[config.mk]
export PLATFORM = sky130hd
export DESIGN_NAME = exp_golomb_k_codec
export DESIGN_NICKNAME = d
export VERILOG_FILES = /design/src/rtl/exp_golomb_k_codec.sv
export SDC_FILE = /design/constraint.sdc
export NUM_CORES = 1
export LEC_CHECK = 0
export CAP_MARGIN = 10
export CORE_MARGIN = 10
export CORE_UTILIZATION = 25
export DETAILED_ROUTE_END_ITERATION = 10
export PLACE_DENSITY = 0.46
export SLEW_MARGIN = 10
export SYNTH_ARGS = -nofsm -noshare
export SYNTH_HDL_FRONTEND = slang
export SYNTH_SLANG_ARGS = --single-unit
[constraint.sdc]
create_clock -name clk -period 3.4 [get_ports clk]
set_input_delay 0.68 -clock clk [delete_from_list [all_inputs] [get_ports clk]]
set_output_delay 0.68 -clock clk [all_outputs]
set_load 0.005 [all_outputs]
[src/rtl/exp_golomb_k_codec.sv]
// Serial Exp-Golomb codec of order K: a word encoder with a valid/ready bit stream,
// and an independent bit-serial decoder that flags malformed or out-of-range codewords.
module exp_golomb_k_codec #(
    parameter int W      = 8,
    parameter int K      = 0,
    parameter int SIGNED = 0
) (
    input  logic         clk,
    input  logic         rst_n,
    input  logic         enc_valid_i,
    output logic         enc_ready_o,
    input  logic [W-1:0] enc_data_i,
    output logic         ser_valid_o,
    output logic         ser_bit_o,
    output logic         ser_last_o,
    input  logic         ser_ready_i,
    input  logic         dec_bit_i,
    input  logic         dec_bit_valid_i,
    output logic         dec_valid_o,
    output logic [W-1:0] dec_data_o,
    output logic         dec_err_o,
    output logic         busy_o
);
    localparam int NW = $clog2(W + 1);
    localparam logic [W:0]    ONE   = (W + 1)'(1);
    localparam logic [W:0]    POW_K = ONE << K;
    localparam logic [W:0]    HALF  = ONE << (W - 1);
    localparam logic [NW-1:0] K_N   = NW'(K);
    localparam logic [NW-1:0] ZMAX  = NW'(W - K);

    typedef enum logic [1:0] {E_IDLE, E_PREFIX, E_SUFFIX} enc_state_t;
    typedef enum logic {D_ZEROS, D_BITS} dec_state_t;

    enc_state_t    enc_state_q, enc_state_d;
    logic [W:0]    x_q, x_d, m_new, x_new;
    logic [NW-1:0] pcnt_q, pcnt_d, bidx_q, bidx_d, n_new;
    logic          enc_ready_q, enc_ready_d, ser_valid_q, ser_valid_d;
    logic          ser_bit_q, ser_bit_d, ser_last_q, ser_last_d;

    dec_state_t    dec_state_q, dec_state_d;
    logic [NW-1:0] z_q, z_d, rem_q, rem_d;
    logic [W:0]    acc_q, acc_d, acc_fin, v, mag;
    logic          done, perr, word_ok;
    logic [W-1:0]  word;
    logic          dec_valid_q, dec_valid_d, dec_err_q, dec_err_d, busy_q, busy_d;
    logic [W-1:0]  dec_data_q, dec_data_d;

    // Value mapping and codeword sizing for the word presented at the input
    always_comb begin
        if (SIGNED != 0) begin
            if (!enc_data_i[W-1] && (enc_data_i != '0))
                m_new = {enc_data_i, 1'b0} - ONE;
            else
                m_new = ~{enc_data_i, 1'b0} + ONE;
        end else begin
            m_new = {1'b0, enc_data_i};
        end
        x_new = m_new + POW_K;
        n_new = '0;
        for (int i = 0; i <= W; i++)
            if (x_new[i]) n_new = NW'(i);
    end

    always_comb begin
        enc_state_d = enc_state_q;
        x_d         = x_q;
        pcnt_d      = pcnt_q;
        bidx_d      = bidx_q;
        case (enc_state_q)
            E_IDLE: if (enc_valid_i) begin
                x_d    = x_new;
                bidx_d = n_new;
                if (n_new > K_N) begin
                    enc_state_d = E_PREFIX;
                    pcnt_d      = n_new - K_N - NW'(1);
                end else begin
                    enc_state_d = E_SUFFIX;
                end
            end
            E_PREFIX: if (ser_ready_i) begin
                if (pcnt_q == '0) enc_state_d = E_SUFFIX;
                else              pcnt_d = pcnt_q - NW'(1);
            end
            E_SUFFIX: if (ser_ready_i) begin
                if (bidx_q == '0) enc_state_d = E_IDLE;
                else              bidx_d = bidx_q - NW'(1);
            end
            default: enc_state_d = E_IDLE;
        endcase
        // Output flops are loaded from the next state so they line up with it
        enc_ready_d = (enc_state_d == E_IDLE);
        ser_valid_d = (enc_state_d != E_IDLE);
        ser_bit_d   = (enc_state_d == E_SUFFIX) && x_d[bidx_d];
        ser_last_d  = (enc_state_d == E_SUFFIX) && (bidx_d == '0);
    end

    always_comb begin
        dec_state_d = dec_state_q;
        z_d         = z_q;
        rem_d       = rem_q;
        acc_d       = acc_q;
        acc_fin     = acc_q;
        done        = 1'b0;
        perr        = 1'b0;
        if (dec_bit_valid_i) begin
            case (dec_state_q)
                D_ZEROS: begin
                    if (!dec_bit_i) begin
                        if (z_q == ZMAX) begin
                            perr = 1'b1;
                            z_d  = '0;
                        end else begin
                            z_d = z_q + NW'(1);
                        end
                    end else begin
                        acc_d = ONE;
                        rem_d = z_q + K_N;
                        z_d   = '0;
                        if ((z_q + K_N) == '0) begin
                            done    = 1'b1;
                            acc_fin = ONE;
                        end else begin
                            dec_state_d = D_BITS;
                        end
                    end
                end
                D_BITS: begin
                    acc_d = {acc_q[W-1:0], dec_bit_i};
                    rem_d = rem_q - NW'(1);
                    if (rem_q == NW'(1)) begin
                        done        = 1'b1;
                        acc_fin     = acc_d;
                        dec_state_d = D_ZEROS;
                    end
                end
                default: dec_state_d = D_ZEROS;
            endcase
        end
        // Odd v unmaps to the positive (v+1)/2, even v to -(v/2)
        v   = acc_fin - POW_K;
        mag = {1'b0, v[W:1]} + {{W{1'b0}}, v[0]};
        if (SIGNED != 0) begin
            word_ok = v[0] ? (mag < HALF) : (mag <= HALF);
            word    = v[0] ? mag[W-1:0] : (W'(0) - mag[W-1:0]);
        end else begin
            word_ok = !v[W];
            word    = v[W-1:0];
        end
        dec_valid_d = done && word_ok;
        dec_err_d   = perr || (done && !word_ok);
        dec_data_d  = (done && word_ok) ? word : dec_data_q;
        busy_d      = (enc_state_d != E_IDLE) || (dec_state_d == D_BITS) || (z_d != '0);
    end

    always_ff @(posedge clk or negedge rst_n) begin
        if (!rst_n) begin
            enc_state_q <= E_IDLE;
            x_q         <= '0;
            pcnt_q      <= '0;
            bidx_q      <= '0;
            enc_ready_q <= 1'b1;
            ser_valid_q <= 1'b0;
            ser_bit_q   <= 1'b0;
            ser_last_q  <= 1'b0;
            dec_state_q <= D_ZEROS;
            z_q         <= '0;
            rem_q       <= '0;
            acc_q       <= '0;
            dec_valid_q <= 1'b0;
            dec_err_q   <= 1'b0;
            dec_data_q  <= '0;
            busy_q      <= 1'b0;
        end else begin
            enc_state_q <= enc_state_d;
            x_q         <= x_d;
            pcnt_q      <= pcnt_d;
            bidx_q      <= bidx_d;
            enc_ready_q <= enc_ready_d;
            ser_valid_q <= ser_valid_d;
            ser_bit_q   <= ser_bit_d;
            ser_last_q  <= ser_last_d;
            dec_state_q <= dec_state_d;
            z_q         <= z_d;
            rem_q       <= rem_d;
            acc_q       <= acc_d;
            dec_valid_q <= dec_valid_d;
            dec_err_q   <= dec_err_d;
            dec_data_q  <= dec_data_d;
            busy_q      <= busy_d;
        end
    end

    assign enc_ready_o = enc_ready_q;
    assign ser_valid_o = ser_valid_q;
    assign ser_bit_o   = ser_bit_q;
    assign ser_last_o  = ser_last_q;
    assign dec_valid_o = dec_valid_q;
    assign dec_err_o   = dec_err_q;
    assign dec_data_o  = dec_data_q;
    assign busy_o      = busy_q;
endmodule

=== Yosys cells after proc, flatten, opt, wreduce, memory -nomap -nowiden ===
Cells that the tools add are included.

* Flip-flop bits (word level): 52
* Logic and storage cells: 110

* Add/sub/neg operators: 7
* Magnitude comparators: 2
* Equality and inequality tests: 10
* Mux-type cells: 55
* Bitwise logic cells: 1
* Reduce and logical (&&, ||, !) cells: 19

{| class="wikitable"
|+ Operator list
! operator !! count
|-
| 4-bit 2-to-1 mux || 16
|-
| 9-bit 2-to-1 mux || 7
|-
| 9-bit one-hot mux with 2 select lines || 2
|-
| 4-bit one-hot mux with 2 select lines || 3
|-
| 4-bit zero test || 4
|-
| 2-bit 2-to-1 mux || 8
|-
| 4-bit by 1-bit subtractor with 4-bit output, second input constant || 4
|-
| 1-bit 2-to-1 mux || 14
|-
| 2-bit inequality test, second input constant || 5
|-
| 8-bit by 1-bit adder with 9-bit output, second input constant || 1
|-
| 9-bit by 1-bit subtractor with 9-bit output, second input constant || 1
|-
| 2-bit one-hot mux with 3 select lines || 1
|-
| 4-bit by 5-bit < comparator with 1-bit output, second input constant || 1
|-
| 5-bit AND reduction || 1
|-
| 4-bit by 1-bit adder with 4-bit output, second input constant || 1
|-
| 1-bit binary-select mux with 4-bit select || 1
|-
| 2-bit equality test, second input constant || 2
|-
| 4-bit by 1-bit equality test with 1-bit output, second input constant || 1
|-
| 4-bit equality test, second input constant || 1
|-
| 4-bit by 1-bit greater-than comparator with 1-bit output, second input constant || 1
|-
| 1-bit logical AND || 4
|-
| 2-bit zero test || 2
|-
| 1-bit one-hot mux with 2 select lines || 2
|-
| 2-bit nonzero test || 2
|-
| other kinds (7) || 9
|}

=== Logic depth before layout (Yosys ltp) ===
* Word-level depth: 16
* Depth in mapped cells: 14
* Mapped depth without buffers: 13

=== Worst setup path after synthesis ===
OpenSTA, ideal clock, no wires.

* Kind: register -> register
* From: reg z_q[0]
* To: reg dec_data_q[0], in the netlist dec_data_o[0]
* Library setup time: 125 ps
* Data arrival time: 2,958 ps
* Required time: 3,275 ps
* Setup slack: 317 ps
* Stages on the path, launching flop included: 13
* Buffers on the path: 0
* Clock period less this slack: 3,083 ps
* Cell sequence: dfrtp_1 inv_1 ha_1 or3b_4 o2bb2ai_1 nand2_1 a22oi_1 ha_1 a21boi_4 o2111ai_4 o311ai_4 o211ai_4 mux2_4

* Cells in the longest elaborated chain, start to end: 8
* Elaborated cells on any way between the ends: 12

{| class="wikitable"
|+ RTL lines
! item !! RTL line !! RTL
|-
| from (decl) || 41 || <nowiki>logic [NW-1:0] z_q, z_d, rem_q, rem_d;</nowiki>
|-
| from (signal assigned) || 183 || <nowiki>z_q <= z_d;</nowiki>
|-
| 4-bit zero test * || 119 || <nowiki>if ((z_q + K_N) == '0) begin</nowiki>
|-
| 9-bit 2-to-1 mux || 119 ||
|-
| 9-bit 2-to-1 mux || 108 || <nowiki>if (!dec_bit_i) begin</nowiki>
|-
| 9-bit one-hot mux with 2 select lines || 106 || <nowiki>case (dec_state_q)</nowiki>
|-
| 9-bit 2-to-1 mux || 105 || <nowiki>if (dec_bit_valid_i) begin</nowiki>
|-
| 9-bit by 1-bit subtractor with 9-bit output || 140 || <nowiki>v = acc_fin - POW_K;</nowiki>
|-
| 1-bit zero test || 146 || <nowiki>word_ok = !v[W];</nowiki>
|-
| 1-bit logical AND || 151 || <nowiki>dec_data_d = (done && word_ok) ? word : dec_data_q;</nowiki>
|-
| to (signal assigned) || 188 || <nowiki>dec_data_q <= dec_data_d;</nowiki>
|-
| to (decl) || 46 || <nowiki>logic [W-1:0] dec_data_q, dec_data_d;</nowiki>
|}

Every way passes the cells marked *; elsewhere a longest branch is shown, timed or not.
A chain may end at the register's enable or synchronous reset.

=== Worst setup path after layout ===
* From: reg z_q[1]
* To: reg dec_data_q[0], in the netlist dec_data_o[0]

The elaborated chain is that of the path after synthesis.

==> qor.txt <==
Status -> finished clean
CP Data Arrival Time -> 3350 ps
Slowest cell on crit path -> dfrtp_1
Final Hold Viols -> 0
Vias/cell -> 4.68
Worst IR drop on VDD -> 0.198 mV
# Max-Cap Violations -> 0
Clk_lat worst skew -> 280 ps
Worst-path cell chain -> inv_1 -> ha_1 -> or3b_4 -> o2bb2ai_1 -> nand2_1 -> a22oi_1 -> ha_1 -> a21boi_4 -> o2111ai_4 -> o311ai_4 -> o211ai_4 -> mux2_4
RSZ-0062 raised after global routing -> no
M2 GR Usage -> 14.6%
Max_slew headroom -> 60.3%
IO Port Bufs -> 28
Leakage -> 1.70 nW
Chip height -> 134 µm
M3 GR Usage -> 2.14%
Final setup vio count -> 0
Worst slew pin tran -> 591 ps
Avg Cell Area, Syn -> 9.13 µm²
Element type at the critical path start -> register
Setup_tns -> 0 ps
Synth Warn # -> 0
Vias in the first global route -> 2742
Antenna violations before repair -> 0
Total iterations of the first detailed-routing run -> 4
WS Path Type -> reg -> reg
Top cell by count, worst path -> ha_1
Fin. max-slew vios -> 0
Die span in x -> 134 µm
# hold bufs at CTS -> 0
Count of unique library cells instantiated by Yosys -> 71
Gate Count Post-Synth -> 353
Core Area -> 0.0126 mm²
Antenna cells -> 0
EDFF count, synth -> 0
Share of cells above drive strength 1 -> 17.5%
Crit-path max FO -> 8
Final min period -> 3180 ps
PwrDens -> 743 mW/mm²
Syn-to-layout area delta -> 26.1%
Initial cell density of the core -> 25.5%
Crit-path max cell delay -> 410 ps
TritonCTS Buffers -> 5
GRT met1 Usage -> 11.7%
DRC viols -> 0
TritonCTS Sinks -> 51
# IOs -> 29
Avg WL per Cell -> 13.4 µm
FF+latch count, synth -> 51
Clock tree buffer depth -> 2
Worst setup EP type -> register
Root Driver -> clkbuf_16
Largest net degree at the start of global routing -> 27
First-pass GRT wire length -> 13.5 mm
CTS tree -> yes
Via count -> 2735
Post-synthesis instance area -> 0.00322 mm²
FFs w/ async S/R, synth -> 100%
Post-cts sizing count -> 0
Postcts setup bufs -> 0
Starting DRT DRC Count -> 195
Detail Placement HPWL -> 6.08 mm
Gr busiest metal -> met2
Power, Total -> 3.02 mW
Final clock skew -> 2.78 ps
Row count -> 41
Tcrit/Tclk final -> 93.6%
Total Routed Length -> 7.81 mm
Routed Antenna Nets -> 0
Die area -> 0.0178 mm²
CP Data Required Time -> 3570 ps
Hold Path Class -> in -> async
H-tree depth -> 2
Post-synth top flop -> dfrtp_1
Nets -> 433
Sequential fraction of the synthesis area -> 39.7%
F_max -> 314 MHz
All-Layer GR Usage -> 8.91%
Total gr overflow -> 0
RePlAce Congestion -> 0.800
Synthesized Nets -> 375
Clk slew on worst S/H paths -> 70 ps
-- report_power, final --
group | switching, mW | internal [mW] | leakage, nW
logic | 0.708 | 0.720 | 1.00
clock network | 0.211 | 0.274 | 0.0652
registers | 0.262 | 0.843 | 0.630
-- path summary, 6_finish.rpt --
path                                from             to  slack, ps  cells after the start
min reg2reg                dec_data_o[1]  dec_data_o[1]        480                      2
max                               z_q[1]  dec_data_o[0]        220                     12
min in group clk           dec_data_o[1]  dec_data_o[1]        480                      2
min                                rst_n  dec_data_o[6]        400                      1
max reg2reg                       z_q[1]  dec_data_o[0]        220                     12
max in group asynchronous          rst_n    enc_ready_o       2300                      2
-- Yosys cell counts (3+ instances only) --
cell / number / area share (%)
a211oi_1: 4 / 0.93
a21o_1: 4 / 0.93
a21oi_1: 15 / 2.3
a22o_1: 9 / 2.4
a22oi_1: 4 / 0.93
a31oi_1: 8 / 1.6
and2_1: 4 / 0.78
buf_2: 5 / 0.78
buf_4: 3 / 0.70
clkbuf_1: 8 / 0.93
dfrtp_1: 50 / 39
ha_1: 8 / 3.1
inv_1: 17 / 2.0
mux2_2: 3 / 1.0
mux2i_1: 3 / 0.93
nand2_1: 48 / 5.6
nand2b_1: 8 / 1.6
nand3_1: 11 / 1.7
nand3b_1: 3 / 0.70
nor2_1: 20 / 2.3
nor2b_1: 3 / 0.58
nor3_1: 9 / 1.4
nor4_1: 5 / 0.97
o21ai_0: 30 / 4.7
o21ai_1: 4 / 0.62
xnor2_1: 8 / 2.2
-- layout by cell type (no fill, tap or decap), drive strengths merged, types with 4 or more instances in the layout --
master          n
nand2          48
dfrtp          50
a21o            4
inv            17
nor4            5
clkbuf          8
nand3          11
clkdlybuf4s50  27
nor2           20
a21oi          15
buf            44
ha              8
xnor2           8
a211oi          4
nor3            9
mux2            4
a31oi           8
a22o            9
nand2b          8
and2            6
o21ai          37
a22oi           4
-- cell type report --
class | instances | area (µm²)
Sequential cell | 51 | 1280
Fill cell | 1361 | 8560
Clock buffer | 8 | 136
Timing Repair Buffer | 71 | 598
Tap cell | 172 | 215
Multi-Input combinational cell | 265 | 1770
Inverter | 17 | 63.8
-- per-stage QoR --
| step | hold slack [ps] | cell area, µm² | worst slack [ps] | instances | utilization [%] |
|---|---|---|---|---|---|
| 3_3_place_gp | 464 | 3930 | -13.4 | 576 | 31.1 |
| 5_1_grt | 444 | 4060 | 26.3 | 584 | 32.2 |
| 4_1_cts | 419 | 4060 | 206 | 584 | 32.2 |
| 6_report | 396 | 4060 | 219 | 584 | 32.2 |
| 3_5_place_dp | 462 | 3930 | -74.2 | 576 | 31.1 |
| 2_1_floorplan | 384 | 3220 | 317 | 353 | - |
-- kinds of logic after synthesis --
logic type                 share of synthesized area, %
buffers and inverters                              5.40
muxes                                              2.45
adders and majority gates                          3.11
and+or+nand+nor                                    19.6
AOI/OAI and AO/OA                                  27.1
DFF                                                39.7
xor gates and xnor gates                           2.72
-- critical path, delay by kind of cell (launching register included) --
| family | cells | cell delay, ps |
|---|---|---|
| AO/OA/AOI/OAI | 6 | 1270 |
| flip-flops | 1 | 410 |
| adder cells (fa/ha/maj) | 2 | 430 |
| buffers and inverters | 1 | 110 |
| multiplexers | 1 | 320 |
| AND/OR/NAND/NOR | 2 | 520 |
-- metal layers --
metal / part of all wire [%] / vias up
met5: 0 / -
li1: - / 1405
met3: 3.4 / 2
met1: 49 / 1288
met4: 0.45 / 0
met2: 47 / 40
-- flip-flops by register name, summed over array words and instances (netlist names), 2 cells and up --
register and count:
enc_state_q 2, x_q 9, dec_data_o 8, bidx_q 4, pcnt_q 4, acc_q 8
z_q 4, rem_q 4
Note: power is estimated with default switching activity, not from simulation.
